<file path="src/rtl/div_pkg.sv">
// Shared types and sizing helpers for the sequential restoring divider.
package div_pkg;

  localparam int unsigned DIV_STATE_W = 2;

  typedef enum logic [DIV_STATE_W-1:0] {
    DIV_IDLE,
    DIV_CALC,
    DIV_DONE
  } div_state_e;

  // Bits needed to count down from n-1 to 0; never less than one bit.
  function automatic int unsigned clog2(input int unsigned n);
    int unsigned r;
    r = 0;
    while ((32'd1 << r) < n) r++;
    return (r == 0) ? 1 : r;
  endfunction

endpackage

</file>
<file path="src/rtl/div_restore_step.sv">
// One restoring-division step: shift in the next dividend bit and trial-subtract the divisor.
module div_restore_step #(
  parameter int unsigned WIDTH = 4
) (
  input  logic [WIDTH-1:0] rem,
  input  logic             next_bit,
  input  logic [WIDTH-1:0] b,
  output logic [WIDTH-1:0] new_rem,
  output logic             q_bit
);

  logic [WIDTH:0]   r_shift;
  logic [WIDTH-1:0] diff;
  logic             borrow;

  assign r_shift = {rem, next_bit};
  assign borrow  = r_shift < {1'b0, b};
  // Without borrow the true difference is below b, so the low WIDTH bits are exact.
  assign diff    = r_shift[WIDTH-1:0] - b;
  assign q_bit   = ~borrow;
  assign new_rem = borrow ? r_shift[WIDTH-1:0] : diff;

endmodule

</file>
<file path="src/rtl/seq_div_rem.sv">
// Multi-cycle unsigned divider: one quotient bit per clock, valid/ready on both sides.
module seq_div_rem
  import div_pkg::*;
#(
  parameter int unsigned WIDTH = 4
) (
  input  logic             CLK,
  input  logic             RST,
  input  logic             IN_VALID,
  output logic             IN_READY,
  input  logic [WIDTH-1:0] A,
  input  logic [WIDTH-1:0] B,
  output logic             OUT_VALID,
  input  logic             OUT_READY,
  output logic [WIDTH-1:0] C,
  output logic [WIDTH-1:0] REM,
  output logic             DBZ
);

  localparam int unsigned       CNT_W    = clog2(WIDTH);
  localparam logic [CNT_W-1:0]  CNT_LAST = CNT_W'(WIDTH - 1);

  div_state_e       state_q, state_d;
  logic [WIDTH-1:0] q_q, rem_q, b_q;
  logic [CNT_W-1:0] cnt_q;
  logic [WIDTH-1:0] c_q, rem_out_q;
  logic             dbz_q;

  logic [WIDTH-1:0] step_rem;
  logic             step_bit;
  logic [WIDTH-1:0] q_next;
  logic             calc_last;

  div_restore_step #(
    .WIDTH(WIDTH)
  ) u_step (
    .rem     (rem_q),
    .next_bit(q_q[WIDTH-1]),
    .b       (b_q),
    .new_rem (step_rem),
    .q_bit   (step_bit)
  );

  // Dividend bits shift out the top while quotient bits shift in the bottom.
  if (WIDTH == 1) begin : g_q_one
    assign q_next = step_bit;
  end else begin : g_q_wide
    assign q_next = {q_q[WIDTH-2:0], step_bit};
  end

  assign calc_last = (cnt_q == '0);

  always_ff @(posedge CLK) begin
    if (RST) begin
      state_q <= DIV_IDLE;
    end else begin
      state_q <= state_d;
    end
  end

  always_comb begin
    state_d = state_q;
    case (state_q)
      DIV_IDLE: begin
        if (IN_VALID) state_d = (B == '0) ? DIV_DONE : DIV_CALC;
      end
      DIV_CALC: begin
        if (calc_last) state_d = DIV_DONE;
      end
      DIV_DONE: begin
        if (OUT_READY) state_d = DIV_IDLE;
      end
      default: state_d = DIV_IDLE;
    endcase
  end

  always_comb begin
    IN_READY  = (state_q == DIV_IDLE) && !RST;
    OUT_VALID = (state_q == DIV_DONE);
  end

  always_ff @(posedge CLK) begin
    if (RST) begin
      q_q       <= '0;
      rem_q     <= '0;
      b_q       <= '0;
      cnt_q     <= '0;
      c_q       <= '0;
      rem_out_q <= '0;
      dbz_q     <= 1'b0;
    end else begin
      case (state_q)
        DIV_IDLE: begin
          if (IN_VALID) begin
            b_q <= B;
            if (B == '0) begin
              c_q       <= '1;
              rem_out_q <= A;
              dbz_q     <= 1'b1;
            end else begin
              q_q   <= A;
              rem_q <= '0;
              cnt_q <= CNT_LAST;
            end
          end
        end
        DIV_CALC: begin
          q_q   <= q_next;
          rem_q <= step_rem;
          if (calc_last) begin
            c_q       <= q_next;
            rem_out_q <= step_rem;
            dbz_q     <= 1'b0;
          end else begin
            cnt_q <= cnt_q - CNT_W'(1);
          end
        end
        default: ;
      endcase
    end
  end

  assign C   = c_q;
  assign REM = rem_out_q;
  assign DBZ = dbz_q;

endmodule

</file>
<file path="config.mk">
export PLATFORM = sky130hd
export DESIGN_NAME = seq_div_rem
export DESIGN_NICKNAME = d
export VERILOG_FILES = /design/src/rtl/div_pkg.sv /design/src/rtl/div_restore_step.sv /design/src/rtl/seq_div_rem.sv
export SDC_FILE = /design/constraint.sdc
export NUM_CORES = 1
export LEC_CHECK = 0
export CAP_MARGIN = 20
export CORE_MARGIN = 2
export CORE_UTILIZATION = 56
export CTS_CLUSTER_DIAMETER = 80
export DETAILED_ROUTE_END_ITERATION = 7
export DONT_BUFFER_PORTS = 1
export PLACE_DENSITY = 0.79
export SLEW_MARGIN = 20
export SYNTH_ARGS = -nofsm -noshare
export SYNTH_HDL_FRONTEND = slang
export SYNTH_HIERARCHICAL = 1
export SYNTH_SLANG_ARGS = --single-unit
</file>
<file path="constraint.sdc">
create_clock -name CLK -period 3.4 [get_ports CLK]
set_clock_uncertainty 0.2 [all_clocks]
set_input_delay 0.51 -clock CLK [delete_from_list [all_inputs] [get_ports CLK]]
set_output_delay 0.51 -clock CLK [all_outputs]
set_load 0.05 [all_outputs]
</file>
== Yosys cells after proc, flatten, opt, wreduce, memory -nomap -nowiden ==
Cells that the tools add are included.
Word-level totals
  register bits after elaboration: 25
  word-level logic and storage cells: 59
Operators by class
  add/subtract/negate cells: 2
  magnitude comparators: 1
  equality and inequality tests: 8
  muxes and demuxes: 28
  bitwise logic cells: 1
  reductions and logical operators: 11
Operators with widths (count)
  $mux 4: 11
  $pmux 4 s2: 4
  $mux 2: 7
  $ne 2x2->1 const B: 4
  $reduce_and 4->1: 2
  $pmux 2 s3: 1
  $reduce_and 3->1: 2
  $lt 5x4->1: 1
  $logic_not 2->1: 2
  $logic_not 4->1: 1
  $ne 2x1->1 const B: 2
  $pmux 2 s2: 1
  $sub 4x4->4: 1
  $mux 1: 3
  $eq 2x1->1 const B: 1
  $eq 2x2->1 const B: 1
  $pmux 1 s2: 1
  $reduce_and 2->1: 1
  $reduce_bool 2->1: 1
  $sub 2x1->2 const B: 1
  $logic_and 1x1->1: 1
  $logic_not 1->1: 1
  $not 1->1: 1

== Logic depth before layout (Yosys ltp) ==
  word-level depth: 4
  gate-level depth with buffers: 9
  depth with buffers taken out: 9

== By module ==
The synthesis kept the hierarchy.
By module, submodules not included
  seq_div_rem: instances 1, cells each 120, area each 1290.0 sq um
  div_restore_step: instances 1, cells each 24, area each 200.2 sq um

== Worst setup path before layout ==
Ideal clock, no wire load.
  path kind: in2out
  from: in RST
  to: out IN_READY
  arrival: 1.987 ns
  slack: 0.703 ns
  stages: 3
  buffers on the path: 2
  cell sequence: buf_2 -> buf_1 -> nor3_1
On the way
  word-level cells in the longest chain between the ends: 2
Ends and longest elaborated chain
  from (decl): RTL line seq_div_rem.sv:8  | input logic RST,
  $logic_not 1->1: RTL line seq_div_rem.sv:78  | IN_READY = (state_q == DIV_IDLE) && !RST;
  $logic_and 1x1->1: RTL line seq_div_rem.sv:78
  to (decl): RTL line seq_div_rem.sv:10  | output logic IN_READY,
No other way between the ends.

== Worst setup path in the final report ==
  from: reg b_q[1]
  to: reg rem_q[2]
On the way
  word-level cells in the longest chain between the ends: 3
  elaborated cells between the ends (all ways): 4
Ends and longest elaborated chain
  from (decl): RTL line seq_div_rem.sv:24  | logic [WIDTH-1:0] q_q, rem_q, b_q;
  from (signal assigned): RTL line seq_div_rem.sv:86  | b_q <= '0;
  from (signal assigned): RTL line seq_div_rem.sv:95  | b_q <= B;
  $sub 4x4->4 or $lt 5x4->1 (tied branches): RTL line div_restore_step.sv:19, div_restore_step.sv:17
  $mux 4 (*): RTL line div_restore_step.sv:21  | assign new_rem = borrow ? r_shift[WIDTH-1:0] : diff;
  named net step_rem[2]: RTL line seq_div_rem.sv:29  | logic [WIDTH-1:0] step_rem;
  $pmux 4 s2 (*): RTL line seq_div_rem.sv:92  | case (state_q)
  to (signal assigned): RTL line seq_div_rem.sv:109  | rem_q <= step_rem;
  to (decl): RTL line seq_div_rem.sv:24
The timed path passes the listed nets; every way through them passes the cells marked *.
A chain may end at the register's enable or synchronous reset.

==> out/results.tsv <==
metric	value	unit
Vias/cell	6.398	
setup TNS after final layout	0	ns
max-slew violation count	0	
Antenna Cells	0	
leading cell types by total area after synthesis	sky130_fd_sc_hd__dfxtp_1, sky130_fd_sc_hd__a211oi_2, sky130_fd_sc_hd__a211oi_1	
worst setup slack before clock tree synthesis	0.9164	ns
routed len/inst	17.87	um
number of buffers inserted for hold repair after clock tree synthesis	0	
clock period minus final worst setup slack	2.508	ns
clock-pin slew of the registers on the worst-case setup and hold paths	0.13	ns
number of enable-type register cells in the synthesized netlist	0	
register cell area after layout	500.5	um2
share of layout cells above drive strength 1	22.70	%
period utilization	73.76	%
crit path max fanout	4	
area used by multi-input combinational logic	859.6	um2
Mapped Nets	162	
clk_lat worst skew	0.31	ns
Clock Sinks	25	
P per Cell Area	503.0	nW/um2
DR vias	1094	
vertical extent of the die	55.59	um
total DRC errors in the routed layout	0	
PnR worst setup slack	0.8922	ns
Async SR Flop Fraction	0	%
count of port buffers added during placement	0	
Routed Wire Length	3056	um
DPL Wire Length	2257	um
kind of launch point of the worst setup path	register	
total iterations of the first detailed-routing run	4	
number of distinct library cells after synthesis	36	
Slew HR	35.02	%
Tightest Hold Check Type	primary input to register	
crit path capture type	register	
average footprint of a synthesized cell	10.35	um2
worst endpoint data arrival time	2.51	ns
most instantiated flip-flop cell in the synthesis netlist	sky130_fd_sc_hd__dfxtp_1	
hold violation total from the final report	0	
setup violators final	0	
area overhead of the layout relative to synthesis	0.08395	%
Lkg Pwr	0.5383	nW
number of instances resized during post-cts repair	0	
Routability Congestion	0.8608	
initial core utilization	59.61	%
run status	complete, no violations	
RSZ-0062 raised after global routing	no	
share of the yosys chip area belonging to registers	33.59	%
vias in the first global route	1118	
critical path start-end classification	register to register	
remaining antenna violation count after routing	0	
Ports	23	
wire length of the first global-routing pass	5106	um
register bit total from synthesis	25	
total CTS buffers	3	
final cell count without fillers	171	
setup repair bufs after CTS	0	
standard cell core area	2500	um2
Max Buffers Root-to-Sink	2	
CTS tree	built	
register-to-register setup slack	0.89	ns
Max Cap Viol	0	
delay of the slowest critical-path stage	0.36	ns
full die area	3090	um2
count of nets after finishing	160	
number of filler cells placed in the layout	208	
Horiz. Die Dim	55.59	um
CP max stage cell	sky130_fd_sc_hd__mux2_2	
# H-tree levels	1	
CP cell instances	inv_1, ha_1, nor2b_1, o31a_1, nor3_4, mux2_2, and3b_1, a211oi_1, nor2_1	
count of standard-cell rows	18	
overall power after layout	0.7502	mW
global-route total usage across every layer	20.34	%
area share of the leading cell type in the synthesized netlist	33.59	%
VDD IR max	0.0003748	V
post-synthesis cell type with the largest combined area	sky130_fd_sc_hd__dfxtp_1	
CTS Root Cell	sky130_fd_sc_hd__clkbuf_4	
placed insts	167	
required time at the worst-slack endpoint	3.41	ns
number of antenna violations at the first check in global routing	0	
first-iteration detailed-routing DRC count	25	
combined area of all synthesized cells	1490	um2
transition at the pin with the smallest max-transition slack	0.9727	ns
GR Overflow Total	0	
Synth warnings	6	
post-synthesis cell count	144	
pin count of the biggest net entering global routing	21	
maximum clock frequency	398.8	MHz
## layout by cell type, fill, tap and decap left out, drive strengths merged
| cell type | count |
|---|---|
| a2111oi | 1 |
| a211oi | 26 |
| a21o | 2 |
| a21oi | 4 |
| a22oi | 1 |
| a31o | 1 |
| and3b | 5 |
| buf | 3 |
| clkbuf | 4 |
| dfxtp | 25 |
| fa | 1 |
| ha | 5 |
| inv | 12 |
| mux2 | 5 |
| mux2i | 6 |
| nand2b | 2 |
| nand3b | 1 |
| nor2 | 12 |
| nor2b | 3 |
| nor3 | 6 |
| nor3b | 1 |
| nor4 | 1 |
| nor4b | 1 |
| o21a | 3 |
| o21ai | 5 |
| o21bai | 1 |
| o221a | 1 |
| o31a | 2 |
| xor2 | 1 |
## critical path, delay by kind of cell (launching register included)
family	cells	cell delay, ns
AND/OR/NAND/NOR	4	0.62
AO/OA/AOI/OAI	2	0.52
multiplexers	1	0.36
flip-flops	1	0.35
adder cells (fa/ha/maj)	1	0.29
buffers and inverters	1	0.07
## layer usage
metal	global-route usage, %	part of all wire [%]	up-vias
met3	4.884	5.0	10
met1	25.83	44	531
met2	32.65	49	30
li1	-	-	523
met4	9.059	2.3	0
met5	0	0	-
## through the flow
| step | instance area [um2] | hold slack, ns | utilization (%) |
|---|---|---|---|
| finish | 1491 | 0.04551 | 59.66 |
| floorplan | 1490 | 0.2406 | - |
| global placement | 1465 | 0.2463 | 58.61 |
| detailed placement | 1465 | 0.2737 | 58.61 |
| CTS | 1491 | 0.04013 | 59.66 |
| global route | 1491 | 0.01488 | 59.66 |
## path summary, 6_finish.rpt
check	cells after the start	from	end
max	9	b_q[1]	rem_q[2]
min	1	RST	REM[1]
max reg2reg	9	b_q[1]	rem_q[2]
min reg2reg	2	q_q[2]	C[3]
## cell type report
| type | count | area share (%) |
|---|---|---|
| Inverter | 12 | 3.020 |
| Clock buffer | 4 | 1.762 |
| Sequential cell | 25 | 33.56 |
| Tap cell | 30 | 2.517 |
| Multi-Input combinational cell | 97 | 57.63 |
| Timing Repair Buffer | 3 | 1.510 |
## Yosys cell counts (2+ instances only)
master                     instances
sky130_fd_sc_hd__o21ai_0           5
sky130_fd_sc_hd__o31a_1            2
sky130_fd_sc_hd__nor3_1            4
sky130_fd_sc_hd__buf_6             5
sky130_fd_sc_hd__buf_2             2
sky130_fd_sc_hd__a211oi_2         14
sky130_fd_sc_hd__o21a_1            3
sky130_fd_sc_hd__dfxtp_1          25
sky130_fd_sc_hd__nand2b_1          2
sky130_fd_sc_hd__inv_1            12
sky130_fd_sc_hd__ha_1              5
sky130_fd_sc_hd__a211oi_1         12
sky130_fd_sc_hd__nor2b_1           3
sky130_fd_sc_hd__a21oi_1           4
sky130_fd_sc_hd__nor2_1           11
sky130_fd_sc_hd__and3b_1           5
sky130_fd_sc_hd__a21o_1            2
sky130_fd_sc_hd__mux2_2            5
sky130_fd_sc_hd__mux2i_1           6
## logic make-up after synthesis
group / Yosys count / share of synthesized area [%]
adders and majority gates: 6 / 5.542
xor gates and xnor gates: 1 / 0.5878
and+or+nand+nor: 32 / 15.11
AOI/OAI and AO/OA: 47 / 28.63
muxes: 11 / 7.808
buffers and inverters: 22 / 8.732
DFF: 25 / 33.59
## state kept, by name, indices dropped and copies added, names as in the netlist
name,cells
C,4
DBZ,1
REM,4
b_q,4
cnt_q,2
q_q,4
rem_q,4
state_q,2
## report_power, final
group	leakage, nW	internal [mW]	switching, mW
Clock	0.0150	0.0458	0.0841
Combinational	0.318	0.0988	0.123
Sequential	0.205	0.324	0.0743
Total	0.538	0.468	0.282
Note: power is estimated with default switching activity, not from simulation.
